**src/rtl/drive_mode_fsm.sv**
```systemverilog
// Drive-mode controller: arbitrates IR remote, camera tracking and audio speed
// into one registered drive command, with manual dead-man and search timeouts.
module drive_mode_fsm #(
    parameter int DIR_W         = 3,
    parameter int SPEED_W       = 4,
    parameter int CMD_W         = 3,
    parameter int MANUAL_HOLD   = 25_000_000,
    parameter int LOST_CYCLES   = 12_500_000,
    parameter int SEARCH_CYCLES = 100_000_000,
    parameter int SEARCH_SPEED  = 4
) (
    input  logic               clk_50,
    input  logic               rst_n,
    input  logic [CMD_W-1:0]   ir_cmd,
    input  logic               ir_toggle,
    input  logic [DIR_W-1:0]   cam_dir,
    input  logic               cam_valid,
    input  logic [SPEED_W-1:0] speed_in,
    output logic [1:0]         state,
    output logic [2:0]         drive_cmd,
    output logic [SPEED_W-1:0] drive_speed,
    output logic               mode_change
);

    localparam int HOLD_W   = $clog2(MANUAL_HOLD + 1);
    localparam int LOST_W   = $clog2(LOST_CYCLES + 1);
    localparam int SEARCH_W = $clog2(SEARCH_CYCLES + 1);
    localparam int CENTRE   = DIR_W / 2;

    localparam logic [HOLD_W-1:0]   HOLD_LOAD   = HOLD_W'(MANUAL_HOLD);
    localparam logic [LOST_W-1:0]   LOST_LAST   = LOST_W'(LOST_CYCLES - 1);
    localparam logic [SEARCH_W-1:0] SEARCH_LAST = SEARCH_W'(SEARCH_CYCLES - 1);
    localparam logic [SPEED_W-1:0]  SRCH_SPD    = SPEED_W'(SEARCH_SPEED);

    typedef enum logic [1:0] {
        ST_IDLE   = 2'd0,
        ST_MANUAL = 2'd1,
        ST_TRACK  = 2'd2,
        ST_SEARCH = 2'd3
    } state_t;

    typedef enum logic [2:0] {
        DRV_STOP  = 3'd0,
        DRV_FWD   = 3'd1,
        DRV_BACK  = 3'd2,
        DRV_LEFT  = 3'd3,
        DRV_RIGHT = 3'd4
    } drive_t;

    function automatic logic is_onehot(input logic [DIR_W-1:0] v);
        logic seen;
        logic multi;
        seen  = 1'b0;
        multi = 1'b0;
        for (int i = 0; i < DIR_W; i++) begin
            if (v[i]) begin
                if (seen) multi = 1'b1;
                else      seen  = 1'b1;
            end
        end
        return seen & ~multi;
    endfunction

    // Caller guarantees v is one-hot; zones left of centre steer left.
    function automatic drive_t zone_cmd(input logic [DIR_W-1:0] v);
        int z;
        z = 0;
        for (int i = 0; i < DIR_W; i++) begin
            if (v[i]) z = i;
        end
        if (z < CENTRE)       return DRV_LEFT;
        else if (z == CENTRE) return DRV_FWD;
        else                  return DRV_RIGHT;
    endfunction

    state_t                state_r, state_s;
    drive_t                drive_cmd_r, drive_cmd_s;
    logic [SPEED_W-1:0]    drive_speed_r, drive_speed_s;
    logic                  mode_change_r;
    logic [HOLD_W-1:0]     hold_cnt_r, hold_cnt_s;
    logic [LOST_W-1:0]     lost_cnt_r, lost_cnt_s;
    logic [SEARCH_W-1:0]   search_cnt_r, search_cnt_s;
    logic                  armed_r;
    logic                  tog_r;
    logic                  ir_event_s;
    logic [2:0]            ir_code_s;
    logic                  target_s;
    logic                  motion_s;

    assign ir_event_s = armed_r & (ir_toggle ^ tog_r);
    assign target_s   = cam_valid & is_onehot(cam_dir);
    assign motion_s   = (ir_code_s >= 3'd1) && (ir_code_s <= 3'd4);

    // Decode IR command; codes beyond the defined set behave as NOP.
    always_comb begin
        ir_code_s = 3'd0;
        if (ir_cmd > CMD_W'(3'd7)) ir_code_s = 3'd0;
        else                       ir_code_s = ir_cmd[2:0];
    end

    // Toggle copy; the first cycle after reset only captures the toggle level.
    always_ff @(posedge clk_50 or negedge rst_n) begin
        if (!rst_n) begin
            armed_r <= 1'b0;
            tog_r   <= 1'b0;
        end else begin
            armed_r <= 1'b1;
            tog_r   <= ir_toggle;
        end
    end

    // Next-state and next-output logic: IR events take priority over camera/timeouts.
    always_comb begin
        state_s       = state_r;
        drive_cmd_s   = drive_cmd_r;
        drive_speed_s = drive_speed_r;
        hold_cnt_s    = hold_cnt_r;
        lost_cnt_s    = lost_cnt_r;
        search_cnt_s  = search_cnt_r;
        if (ir_event_s && ir_code_s == 3'd5) begin
            state_s       = ST_IDLE;
            drive_cmd_s   = DRV_STOP;
            drive_speed_s = '0;
            hold_cnt_s    = '0;
            lost_cnt_s    = '0;
            search_cnt_s  = '0;
        end else if (ir_event_s && ir_code_s == 3'd6) begin
            state_s       = ST_TRACK;
            drive_cmd_s   = DRV_STOP;
            drive_speed_s = '0;
            hold_cnt_s    = '0;
            lost_cnt_s    = '0;
            search_cnt_s  = '0;
        end else if (ir_event_s && ir_code_s == 3'd7) begin
            state_s       = ST_MANUAL;
            drive_cmd_s   = DRV_STOP;
            drive_speed_s = '0;
            hold_cnt_s    = '0;
        end else if (ir_event_s && motion_s &&
                     (state_r == ST_IDLE || state_r == ST_MANUAL)) begin
            state_s       = ST_MANUAL;
            drive_cmd_s   = drive_t'(ir_code_s);
            drive_speed_s = speed_in;
            hold_cnt_s    = HOLD_LOAD;
        end else begin
            case (state_r)
                ST_IDLE: begin
                    drive_cmd_s   = DRV_STOP;
                    drive_speed_s = '0;
                end
                ST_MANUAL: begin
                    if (drive_cmd_r != DRV_STOP) begin
                        // Dead-man: stop on the cycle the hold counter hits zero.
                        if (hold_cnt_r <= HOLD_W'(1'b1)) begin
                            hold_cnt_s    = '0;
                            drive_cmd_s   = DRV_STOP;
                            drive_speed_s = '0;
                        end else begin
                            hold_cnt_s    = hold_cnt_r - HOLD_W'(1'b1);
                            drive_speed_s = speed_in;
                        end
                    end else begin
                        drive_speed_s = '0;
                    end
                end
                ST_TRACK: begin
                    if (cam_valid) begin
                        lost_cnt_s = '0;
                        if (target_s) begin
                            drive_cmd_s   = zone_cmd(cam_dir);
                            drive_speed_s = speed_in;
                        end else begin
                            drive_cmd_s = drive_cmd_r;
                        end
                    end else if (lost_cnt_r >= LOST_LAST) begin
                        state_s       = ST_SEARCH;
                        drive_cmd_s   = DRV_RIGHT;
                        drive_speed_s = SRCH_SPD;
                        lost_cnt_s    = '0;
                        search_cnt_s  = '0;
                    end else begin
                        lost_cnt_s = lost_cnt_r + LOST_W'(1'b1);
                    end
                end
                ST_SEARCH: begin
                    if (target_s) begin
                        state_s       = ST_TRACK;
                        drive_cmd_s   = zone_cmd(cam_dir);
                        drive_speed_s = speed_in;
                        lost_cnt_s    = '0;
                        search_cnt_s  = '0;
                    end else if (search_cnt_r >= SEARCH_LAST) begin
                        state_s       = ST_IDLE;
                        drive_cmd_s   = DRV_STOP;
                        drive_speed_s = '0;
                        search_cnt_s  = '0;
                    end else begin
                        search_cnt_s  = search_cnt_r + SEARCH_W'(1'b1);
                        drive_cmd_s   = DRV_RIGHT;
                        drive_speed_s = SRCH_SPD;
                    end
                end
                default: begin
                    state_s       = ST_IDLE;
                    drive_cmd_s   = DRV_STOP;
                    drive_speed_s = '0;
                end
            endcase
        end
    end

    // State, outputs and counters register; mode_change flags any state change.
    always_ff @(posedge clk_50 or negedge rst_n) begin
        if (!rst_n) begin
            state_r       <= ST_IDLE;
            drive_cmd_r   <= DRV_STOP;
            drive_speed_r <= '0;
            mode_change_r <= 1'b0;
            hold_cnt_r    <= '0;
            lost_cnt_r    <= '0;
            search_cnt_r  <= '0;
        end else begin
            state_r       <= state_s;
            drive_cmd_r   <= drive_cmd_s;
            drive_speed_r <= drive_speed_s;
            mode_change_r <= (state_s != state_r);
            hold_cnt_r    <= hold_cnt_s;
            lost_cnt_r    <= lost_cnt_s;
            search_cnt_r  <= search_cnt_s;
        end
    end

    assign state       = state_r;
    assign drive_cmd   = drive_cmd_r;
    assign drive_speed = drive_speed_r;
    assign mode_change = mode_change_r;

endmodule

```
**config.mk**
```make
export PLATFORM = sky130hd
export DESIGN_NAME = drive_mode_fsm
export DESIGN_NICKNAME = d
export VERILOG_FILES = /design/src/rtl/drive_mode_fsm.sv
export SDC_FILE = /design/constraint.sdc
export NUM_CORES = 1
export LEC_CHECK = 0
export ABC_CLOCK_PERIOD_IN_PS = 2300
export BUFFER_PORTS_ARGS = -buffer_cell sky130_fd_sc_hd__buf_2
export CAP_MARGIN = 15
export CORE_MARGIN = 4
export CORE_UTILIZATION = 56
export DETAILED_ROUTE_END_ITERATION = 7
export GPL_ROUTABILITY_DRIVEN = 0
export GPL_TIMING_DRIVEN = 0
export PLACE_DENSITY = 0.76
export SYNTH_ARGS = -nofsm -noshare
export SYNTH_HDL_FRONTEND = slang
export SYNTH_SLANG_ARGS = --single-unit
```
**constraint.sdc**
```tcl
create_clock -name clk_50 -period 2.3 [get_ports clk_50]
set_input_delay 0.115 -clock clk_50 [delete_from_list [all_inputs] [get_ports clk_50]]
set_output_delay 0.115 -clock clk_50 [all_outputs]
set_load 0.03 [all_outputs]
```
Word level (Yosys, flattened, before mapping)
Cells that the tools add are included.

Logic and storage cells: 143. Input bits: 14. Register bits after elaboration: 88. Bits in read-only memories: 0. Bits in latches: 0. Output and inout bits: 10. Memories kept: 0. RAM bits: 0.

Reductions and logical operators: 17. Shifts and indexed selects: 0. $lt $le $gt $ge: 8. Bitwise operators: 5. Equal/unequal tests: 18. Multiplexer cells: 83. Add/subtract/negate cells: 3. $mul: 0. Div/mod/pow operators: 0.

Operators by type and width (number): $mux 32 (13); $mux 27 (8); $mux 25 (7); $mux 24 (7); $eq 32x2->1 const B (2); $lt 32x2->1 const B (2); $pmux 27 s2 (1); $mux 3 (17); $pmux 24 s2 (1); $mux 4 (10); $add 27x1->27 const B (1); $ge 27x27->1 const B (1); $le 25x1->1 const B (1); $sub 25x1->25 const B (1); $add 24x1->24 const B (1); $ge 24x24->1 const B (1); $mux 2 (8); $pmux 4 s4 (1); $ne 7x7->1 const B (2); $ne 4x4->1 const B (3); $ne 6x4->1 const B (2); $pmux 3 s4 (1); $reduce_bool 5->1 (2); $eq 3x3->1 const B (3); 20 further kinds (38).

Logic depth before layout (Yosys ltp)
Gate-level depths: netlist (run 1).

Word-level depth: 25. Mapped depth: 9. Gate-level depth less buffers: 8.

Least setup slack after synthesis (run 1)
OpenSTA, ideal clock, no wires.

Path type: register to register. From: register state_r[1] (netlist: state[1]). To: register drive_cmd_r[0] (netlist: drive_cmd[0]). Setup time: 125 ps. Path slack: 7 ps. Required time: 2175 ps. Arrival time: 2168 ps. Period minus slack after synthesis: 2293 ps. Stages on the path, launching flop included: 8. Buffers on the path: 1. Cell sequence: dfrtp_1 > clkbuf_1 > inv_1 > nor3_1 > nand2_1 > o21ai_2 > nand2b_4 > mux2_4.

Word-level cells in the longest chain between the ends: 7. Elaborated cells on any way between the ends: 16. Those cells by class: 7 x eq/ne; 5 x mux; 4 x reduce/logical.

Ends and longest elaborated chain: from (decl) (RTL line 76) `state_t state_r, state_s;`; from (signal assigned) (RTL line 223) `state_r <= state_s;`; branches (longest 7 deep; another with $pmux 3 s4); to (signal assigned) (RTL line 224) `drive_cmd_r <= drive_cmd_s;`; to (decl) (RTL line 77) `drive_t drive_cmd_r, drive_cmd_s;`.

Parallel ways; which one is timed is not known. A chain may end at the register's enable or synchronous reset.

Worst setup path in the final report (run 1)
From: register lost_cnt_r[1]. To: register search_cnt_r[10].

Word-level cells in the longest chain between the ends: 3.

Ends and longest elaborated chain: from (decl) (RTL line 81) `logic [LOST_W-1:0] lost_cnt_r, lost_cnt_s;`; from (signal assigned) (RTL line 228) `lost_cnt_r <= lost_cnt_s;`; $ge 24x24->1 (RTL line 175) `end else if (lost_cnt_r >= LOST_LAST) begin`; $ne 4x4->1 (no line); $reduce_and 5->1 (no line); to (signal assigned) (RTL line 229) `search_cnt_r <= search_cnt_s;`; to (decl) (RTL line 82) `logic [SEARCH_W-1:0] search_cnt_r, search_cnt_s;`.

Every way passes these cells.

==> results.py, run 1 <==
metrics = {
    "drt": {
        "wl_met2_mm": 7.186,
        "viasPerCell": 6.348,
        "met3_length_mm": 1.074,
        "firstDrtPassIters": 5,
        "top_layer": "met4",
        "drt_wl_total_mm": 14.86,
        "wire_per_inst_um": 17.90,
        "wl_met1_mm": 6.362,
        "drc": 0,
        "vias": 5269,
        "antenna_left": 0,
        "drt_iter0_drc": 314,
    },
    "die": {
        "initial_core_util_pct": 57.61,
        "rows": 35,
        "die_y_um": 105.7,
        "dieArea_um2": 11180,
        "fp.dieW_um": 105.7,
        "fp.coreArea_um2": 9284,
        "ios": 24,
    },
    "timing": {
        "setup_slack_ns": -0.07359,
        "tns_ns": -0.2545,
        "maxSlewHeadroom_pct": 58.71,
        "fin_crit_ns": 2.374,
        "rsz0062_at_grt": "true",
        "final_hold_viol_count": 0,
        "fin_crit_sh_pct": 103.2,
        "finClkSkew_ns": 0.02207,
        "finalSetupViolations": 7,
        "holdWs_ns": 0.009409,
        "fmax_mhz": 421.3,
        "worst_pin_slew_ns": 0.6166,
        "slew_violations": 0,
    },
    "synth": {
        "yosysTopAreaCell": "dfrtp_1",
        "synth_area_leaders": "dfrtp_1 (41%), o21ai_0 (5.2%), nor2_1 (4.1%)",
        "synth_seq_area_share_pct": 41.17,
        "yosys_warnings": 0,
        "netlist_area_um2": 5349,
        "yosys.area.top_type_share_pct": 41.17,
        "synth_fp_nets": 630,
        "synth-edff-count": 0,
        "synth_async_sr_flop_share_pct": 100.0,
        "syn_inst": 612,
        "synthTopCellsByCount": "dfrtp_1 (88), nor2_1 (58), o21ai_0 (56), nand2_1 (52), nor3_1 (33)",
        "synth.most_common_cell": "dfrtp_1",
        "synth_area_per_cell_um2": 8.740,
        "synth_cell_type_count": 75,
        "synth-main-ff-cell": "dfrtp_1",
        "yosys_register_bits": 88,
    },
    "global_routing": {
        "antenna_found_initial": 1,
        "grt_pass1_wl_mm": 23.67,
        "grt_max_degree": 55,
        "grt-ovfl-total": 0,
        "track_usage_pct": 25.51,
        "first_global_vias": 4938,
    },
    "placement": {
        "place_ws_ns": -0.5119,
        "hpwl_mm": 9.166,
        "port_buffers": 21,
    },
    "setup_path": {
        "worstPathArrival_ns": 2.66,
        "crit_required_ns": 2.58,
        "path_max_fanout": 6,
        "crit_path_end_kind": "flop",
        "reg2reg_depth": 9,
        "crit_type": "flop to flop",
        "startpoint_type": "flop",
    },
    "clocking": {
        "path_clk_slew_ns": 0.10,
        "cts_root_buffer": "clkbuf_8",
        "cts_tree": "built",
        "insertion_delay_ns": 0.37,
        "htreeDepth": 3,
        "cts.sinks": 88,
        "max-clock-path-buffers": 2,
        "cts_buffers": 9,
    },
    "hold_path": {
        "hp-class": "primary input to flop",
        "worstHoldPathCells": 3,
    },
    "finish": {
        "area_growth_pct": 27.16,
        "fin_nets": 713,
        "drive_gt1_share_pct": 23.71,
        "nFillCells": 640,
        "final_util_pct": 73.26,
    },
    "run": {
        "drv_cap": 0,
    },
    "pwr": {
        "power_density_nw_per_um2": 712.4,
        "vdd_ir_drop_max_v": 0.0003302,
        "total_power_uw": 4845,
        "power.leakage_uw": 0.002810,
    },
    "status": {
        "status": "finished, violations left",
        "violations": "setup timing",
    },
}
[state kept, by name (all words and copies together) (netlist names)]
signal        count
tog_r             1
lost_cnt_r       24
armed_r           1
drive_cmd         3
state             2
search_cnt_r     27
hold_cnt_r       25
drive_speed       4
mode_change       1
[per-layer routing]
metal | vias to the layer above | track usage [%]
met5 | - | 0
met4 | 0 | 6.198
met3 | 28 | 5.328
met2 | 244 | 40.80
met1 | 2530 | 35.64
li1 | 2467 | -
[final cells by class]
cell class / instances / area [um2] / share of cell area [%]
antenna: 1 / 2.502 / 0.03679
buffer: 23 / 187.7 / 2.759
clock buffer: 12 / 155.1 / 2.281
clock inverter: 4 / 76.32 / 1.122
inverter: 27 / 101.3 / 1.490
multi-input combinational: 473 / 3349 / 49.25
sequential: 88 / 2203 / 32.40
tap: 129 / 161.4 / 2.373
timing repair buffer: 73 / 564.3 / 8.297
[worst max-delay path: stages, from the launching register on]
cell	delay, ns
dfrtp_1	0.42
ha_4	0.17
nand4_1	0.11
a311o_1	0.33
a211o_1	0.29
o21a_2	0.23
buf_6	0.14
buf_6	0.13
or4_1	0.39
o21ai_1	0.08
[stage by stage]
stage               std cells  cell area [um2]
global route              830             6802
global placement          762             5615
CTS                       802             6380
detailed placement        763             5645
finish                    830             6802
floorplan                 612             5349
[what timing repair did]
item / CTS / global route
buffers inserted: 18 / 26
hold endpoints to repair: 37 / 0
pin swaps: 22 / 32
gates resized for setup: 73 / 61
cloned: 1 / 2
hold buffers: 4 / 0
endpoints found under the setup margin: 83 / 70
[cell families (layout without fill, tap and decap cells)]
group / Yosys count / in the layout / share of synthesized area (%)
xor+xnor: 17 / 17 / 2.924
fa+ha+maj: 4 / 4 / 0.9357
simple gates: 260 / 260 / 26.50
buf+inv: 51 / 139 / 3.930
other cells: 1 / 2 / 0.07011
compound gates: 186 / 186 / 23.23
mux: 5 / 5 / 1.240
flops: 88 / 88 / 41.17
[cells in the final DEF (no fill, tap or decap), types with 9 or more instances in the layout]
master,count
a22o_1,20
o21ai_1,20
nand4_1,13
buf_4,40
xnor2_1,14
a21oi_1,28
nand2_1,49
o21ai_0,39
and3_1,10
clkbuf_8,14
buf_6,14
dfrtp_1,87
or4_1,9
buf_2,26
nand3_1,15
nor2_1,55
nor3_1,28
nor4_1,11
inv_1,27
a31oi_1,13
[path summary, 6_finish.rpt]
kind	from	endpoint	slack [ns]
setup / recovery	lost_cnt_r[1]$_DFFE_PN0P_	search_cnt_r[10]$_DFFE_PN0P_	-0.07
hold / removal	speed_in[3]	drive_speed[3]$_DFFE_PN0P_	0.009
setup reg to reg	lost_cnt_r[1]$_DFFE_PN0P_	search_cnt_r[10]$_DFFE_PN0P_	-0.07
hold reg to reg	drive_speed[3]$_DFFE_PN0P_	drive_speed[3]$_DFFE_PN0P_	0.48
max in group asynchronous	rst_n	search_cnt_r[13]$_DFFE_PN0P_	1.42
min in group asynchronous	rst_n	hold_cnt_r[8]$_DFFE_PN0P_	0.24
[where the power goes]
| group | total [uW] | internal, uW | switching, uW | leakage [uW] |
|---|---|---|---|---|
| combinational | 1580 | 661 | 916 | 0.00152 |
| clock | 1250 | 675 | 578 | 0.000113 |
| sequential | 2020 | 1770 | 250 | 0.00117 |
Power figures use the tool's default switching activity.
==> run 2, diff against run 1 <==
Settings changed: RECOVER_POWER from default to 100.
==> run 2 against run 1 <==
  * The flow still finishes with violations (setup timing)
  * Largest cell class unchanged
  * Critical path depth unchanged
  * Worst setup slack got worse by 0.0020 ns
  * Largest power group unchanged
  * Die area stayed put
  * Register-to-register slack barely moved
  * Clock power about the same
==> results.py, run 2 (same netlist as run 1, synthesis figures left out) <==
metrics = {
    "status": {
        "status": "finished, violations left",
        "violations": "setup timing",
    },
    "timing": {
        "setup_slack_ns": -0.07559,
        "worst_pin_slew_ns": 0.8474,
        "fin_crit_sh_pct": 103.3,
        "finalSetupViolations": 7,
        "fin_crit_ns": 2.376,
        "maxSlewHeadroom_pct": 43.51,
        "fmax_mhz": 420.9,
        "slew_violations": 0,
        "finClkSkew_ns": 0.02134,
        "rsz0062_at_grt": "true",
        "final_hold_viol_count": 0,
    },
    "clocking": {
        "insertion_delay_ns": 0.37,
        "path_clk_slew_ns": 0.10,
        "cts_tree": "built",
        "htreeDepth": 3,
        "max-clock-path-buffers": 2,
        "cts_buffers": 9,
        "cts.sinks": 88,
        "cts_root_buffer": "clkbuf_8",
    },
    "finish": {
        "final_common_cell": "dfrtp_1",
        "regArea_um2": 2203,
        "area_growth_pct": 26.41,
        "largest_register_ffs": 27,
        "final_cell_mix": "dfrtp_1 (87), nor2_1 (55), nand2_1 (49)",
        "drive_gt1_share_pct": 22.00,
        "multi_input_area_um2": 3349,
        "max_flop_register": "search_cnt_r",
        "biggestRegsByFlops": "search_cnt_r x27, hold_cnt_r x25, lost_cnt_r x24",
        "fin_nets": 713,
        "stdcell_count": 830,
        "final_area_um2": 6761,
        "nFillCells": 652,
    },
    "setup_path": {
        "crit_required_ns": 2.58,
        "crit_slowest_cell": "dfrtp_1",
        "crit_type": "flop to flop",
        "path_max_fanout": 6,
        "slowest_delay_ns": 0.42,
        "crit_path_end_kind": "flop",
        "startpoint_type": "flop",
        "path_cells": "ha_4, nand4_1, a311o_1, a211o_1, o21a_2, buf_6, buf_6, or4_1, o21ai_1",
        "worstPathArrival_ns": 2.66,
        "crit_path_frequent_cell": "buf_6",
    },
    "global_routing": {
        "grt_max_degree": 55,
        "first_global_vias": 4938,
        "grt-ovfl-total": 0,
        "grt_pass1_wl_mm": 23.67,
        "antenna_found_initial": 1,
        "track_usage_pct": 25.51,
    },
    "placement": {
        "place_ws_ns": -0.5119,
        "dpl-instance-area_um2": 5645,
        "hpwl_mm": 9.166,
        "place_inst": 763,
        "port_buffers": 21,
    },
    "drt": {
        "antenna_left": 0,
        "wire_per_inst_um": 17.84,
        "drt_wl_total_mm": 14.81,
        "drc": 0,
        "firstDrtPassIters": 5,
        "drt_iter0_drc": 298,
        "viasPerCell": 6.424,
        "vias": 5332,
    },
    "pwr": {
        "power.share.sequential_pct": 41.8,
        "p_sw_uw": 1745,
        "vdd_ir_drop_max_v": 0.0003320,
        "p_comb_share_pct": 32.2,
        "power_density_nw_per_um2": 713.9,
        "p_int_uw": 3082,
        "power.leakage_uw": 0.002761,
        "clkPwrFrac_pct": 26.0,
        "switching_share_pct": 36.15,
    },
    "hold_path": {
        "hp-class": "primary input to flop",
    },
    "die": {
        "dieArea_um2": 11180,
        "fp.dieW_um": 105.7,
        "initial_core_util_pct": 57.61,
        "fp.coreArea_um2": 9284,
        "die_y_um": 105.7,
        "rows": 35,
        "ios": 24,
    },
    "run": {
        "drv_cap": 0,
    },
}
run 2: changes by cell type in the layout (fill, tap and decap cells not counted), sizes merged:
cell    delta
clkbuf    +14
buf       -14
run 2: worst max-delay path: cells and delay by family (launching register included):
kind | cells | cell delay, ns
AND/OR/NAND/NOR | 2 | 0.50
AO/OA/AOI/OAI | 4 | 0.93
buffers and inverters | 2 | 0.27
flip-flops | 1 | 0.42
adder cells (fa/ha/maj) | 1 | 0.17
run 2: final cells by class:
class | instances | share of cell area, %
inverters | 27 | 1.499
plain buffers | 23 | 2.776
well taps | 129 | 2.387
repair buffers | 73 | 7.754
flip-flops and latches | 88 | 32.59
diodes | 1 | 0.03701
multi-input cells | 473 | 49.54
clock buffers | 12 | 2.295
clock inverters | 4 | 1.129
run 2: metrics by stage:
| stage | hold slack (ns) | total power, uW | utilization [%] | TNS (ns) |
|---|---|---|---|---|
| after floorplan | -0.1806 | 2852 | - | 0 |
| after global placement | 0.3149 | 3146 | 60.49 | -18.55 |
| after detailed placement | 0.1001 | 3212 | 60.81 | -20.79 |
| after CTS | 0.001521 | 4676 | 68.72 | -0.2500 |
| after global routing | 0.0009590 | 5075 | 72.83 | -3.440 |
| final | 0.007696 | 4827 | 72.83 | -0.2632 |
run 2: timing repair:
item | CTS | global route
setup endpoints to repair | 83 | 70
hold buffers | 4 | 0
pin swaps | 22 | 32
hold endpoints to repair | 37 | 0
cloned | 1 | 2
buffers inserted | 18 | 26
resized for setup | 73 | 61
run 2: per-layer routing:
metal | wire (um) | vias to the layer above | GRT usage [%]
met5 | 0 | - | 0
met4 | 301 | 0 | 6.198
met3 | 1030 | 37 | 5.328
met2 | 7125 | 256 | 40.80
met1 | 6352 | 2565 | 35.64
li1 | - | 2474 | -
run 2: path summary, 6_finish.rpt:
path	from	end	slack [ns]	cells past startpoint
setup / recovery	lost_cnt_r[1]$_DFFE_PN0P_	search_cnt_r[10]$_DFFE_PN0P_	-0.08	9
hold / removal	speed_in[3]	drive_speed[3]$_DFFE_PN0P_	0.008	3
setup reg to reg	lost_cnt_r[1]$_DFFE_PN0P_	search_cnt_r[10]$_DFFE_PN0P_	-0.08	9
hold reg to reg	drive_speed[3]$_DFFE_PN0P_	drive_speed[3]$_DFFE_PN0P_	0.48	2
max in group asynchronous	rst_n	search_cnt_r[13]$_DFFE_PN0P_	0.55	3
min in group asynchronous	rst_n	hold_cnt_r[8]$_DFFE_PN0P_	0.38	2
run 2: power by group through the flow:
| stage | Sequential (uW) | Combinational (uW) | Clock, uW |
|---|---|---|---|
| after floorplan | 2070 | 786 | 0 |
| after global placement | 2010 | 1130 | 0 |
| after detailed placement | 2030 | 1180 | 0 |
| after CTS | 2000 | 1410 | 1260 |
| after global routing | 2050 | 1690 | 1340 |
| final | 2020 | 1560 | 1250 |
==> run 3, diff against run 2 <==
Settings changed: ABC_CLOCK_PERIOD_IN_PS 2300 to 2800, CORE_UTILIZATION 56 to 65, MAX_ROUTING_LAYER from default to met4, PLACE_DENSITY 0.76 to 0.84.
Clock period 2.3 ns to 2.8 ns, I/O delays scaled along.
==> run 3 against run 2 <==
  * The run now ends clean
  * Utilization up 2.0 points
  * Maximum frequency down 11%
  * Via count down 4.3%
  * Cell count down 8.9%
  * Cell area down 13%
  * Global-route usage up 3.4 points
  * Clock power down 14%
  * Die area down 13%
  * Worst hold slack better by 0.014 ns
  * Non-clock buffer count down 46
  * Sequential share of layout area up 4.9 points
  * Critical path type unchanged
==> results.py, run 3 (same netlist as run 1, synthesis figures left out) <==
metrics = {
    "timing": {
        "finClkSkew_ns": 0.01165,
        "fin_crit_ns": 2.661,
        "final_hold_viol_count": 0,
        "maxSlewHeadroom_pct": 19.10,
        "slew_violations": 0,
        "finalSetupViolations": 0,
        "rsz0062_at_grt": "false",
        "fmax_mhz": 375.8,
        "fin_crit_sh_pct": 95.03,
        "worst_pin_slew_ns": 1.214,
        "holdWs_ns": 0.02197,
    },
    "setup_path": {
        "rr_endpoint": "hold_cnt_r[23]$_DFFE_PN0P_",
        "crit_required_ns": 3.05,
        "path_max_fanout": 10,
        "crit_path_end_kind": "flop",
        "worstPathArrival_ns": 2.91,
        "reg2reg_depth": 7,
        "rr_startpoint": "hold_cnt_r[20]$_DFFE_PN0P_",
        "crit_type": "flop to flop",
        "startpoint_type": "flop",
        "reg2reg_slack_ns": 0.14,
    },
    "die": {
        "initial_core_util_pct": 68.16,
        "die_y_um": 98.72,
        "fp.dieW_um": 98.72,
        "rows": 32,
        "ios": 24,
        "fp.coreArea_um2": 7848,
        "dieArea_um2": 9745,
    },
    "drt": {
        "drt_iter0_drc": 416,
        "wire_per_inst_um": 17.90,
        "drc": 0,
        "antenna_left": 0,
        "drt_wl_total_mm": 13.53,
        "viasPerCell": 6.747,
        "firstDrtPassIters": 5,
        "vias": 5101,
    },
    "finish": {
        "largest_register_ffs": 27,
        "max_flop_register": "search_cnt_r",
        "area_growth_pct": 9.801,
        "biggestRegsByFlops": "search_cnt_r x27, hold_cnt_r x25, lost_cnt_r x24",
        "drive_gt1_share_pct": 9.954,
        "final_cell_mix": "dfrtp_1 (88), nor2_1 (57), o21ai_0 (56)",
        "final_area_um2": 5873,
        "final_common_cell": "dfrtp_1",
        "fin_nets": 667,
    },
    "clocking": {
        "cts_tree": "built",
        "insertion_delay_ns": 0.36,
        "cts.sinks": 88,
        "cts_buffers": 9,
        "max-clock-path-buffers": 2,
        "cts_root_buffer": "clkbuf_8",
        "path_clk_slew_ns": 0.08,
        "htreeDepth": 3,
    },
    "hold_path": {
        "holdCritStartpoint": "speed_in[3]",
        "holdPathEnd": "drive_speed[3]$_DFFE_PN0P_",
        "hp-class": "primary input to flop",
        "worstHoldPathCells": 3,
    },
    "global_routing": {
        "first_global_vias": 4807,
        "track_usage_pct": 28.95,
        "grt_max_degree": 50,
        "grt-ovfl-total": 0,
        "grt_pass1_wl_mm": 22.74,
        "antenna_found_initial": 0,
    },
    "placement": {
        "dpl-instance-area_um2": 5612,
        "port_buffers": 21,
        "hpwl_mm": 9.550,
    },
    "pwr": {
        "vdd_ir_drop_max_v": 0.0003434,
        "power.leakage_uw": 0.002397,
        "power_density_nw_per_um2": 628.4,
    },
    "status": {
        "status": "finished clean",
    },
    "run": {
        "drv_cap": 0,
    },
}
[run 3: cell count changes in the layout (fill, tap and decap cells not counted), sizes merged]
cell	previous run	this run
dlygate4sd3	4	2
bufinv	2	3
clkinvlp	1	0
clkbuf	37	40
buf	67	20
clkinv	1	0
[run 3: critical path, cell delays in order, from the launching register on]
cell and delay (ns):
dfrtp_1 0.39, or4_1 0.64, nor4_4 0.35, a31oi_2 0.33
nand2_1 0.21, buf_2 0.24, nor2_1 0.10, a32o_1 0.29
[run 3: cell type report]
cell class | instances | area, um2
inverters | 27 | 101.3
well taps | 102 | 127.6
diodes | 1 | 2.502
flip-flops and latches | 88 | 2202
plain buffers | 24 | 112.6
repair buffers | 26 | 132.6
fillers | 587 | 1974
clock inverters | 3 | 90.09
multi-input cells | 473 | 2959
clock buffers | 12 | 145.1
[run 3: how the worst max path moves through the flow]
stage                                               to  cells past startpoint                       start  slack [ns]
final                       hold_cnt_r[23]$_DFFE_PN0P_                      7  hold_cnt_r[20]$_DFFE_PN0P_        0.14
after detailed placement    lost_cnt_r[17]$_DFFE_PN0P_                      8   lost_cnt_r[0]$_DFFE_PN0P_       -0.03
after global placement      lost_cnt_r[14]$_DFFE_PN0P_                      8   lost_cnt_r[0]$_DFFE_PN0P_        0.05
after CTS                 search_cnt_r[14]$_DFFE_PN0P_                      8   lost_cnt_r[0]$_DFFE_PN0P_        0.01
after floorplan               drive_cmd[0]$_DFFE_PN0P_                      7          state[1]$_DFF_PN0_        0.51
after global routing        hold_cnt_r[23]$_DFFE_PN0P_                      7  hold_cnt_r[20]$_DFFE_PN0P_       0.004
[run 3: per-stage QoR]
stage               setup TNS, ns  utilization (%)  setup slack [ns]  power (uW)  instances
global route                    0            74.81          0.004469        3891        755
global placement                0            71.13           0.04949        2579        735
finish                          0            74.84            0.1393        3691        756
floorplan                       0                -            0.5070        2343        612
CTS                             0            74.86           0.01001        3697        753
detailed placement        -0.1390            71.51          -0.02592        2646        736
[run 3: where the power goes]
| part | leakage (uW) | internal (uW) | switching (uW) |
|---|---|---|---|
| Sequential | 0.00118 | 1450 | 199 |
| Clock | 0.000117 | 614 | 453 |
| Combinational | 0.00110 | 326 | 648 |
| Total | 0.00240 | 2390 | 1300 |
[run 3: timing repair]
action	CTS	global route
resized for setup	1	15
endpoints found under the hold margin	40	0
setup endpoints to repair	10	39
hold buffers	2	0
pin swaps	0	1
buffers inserted	0	2
[run 3: per-layer routing]
metal	track usage [%]	part of all wire, %	routed length (um)
met2	43.73	46	6279
met5	-	0	0
met1	39.10	43	5823
met3	5.520	8.6	1164
met4	10.71	1.9	261
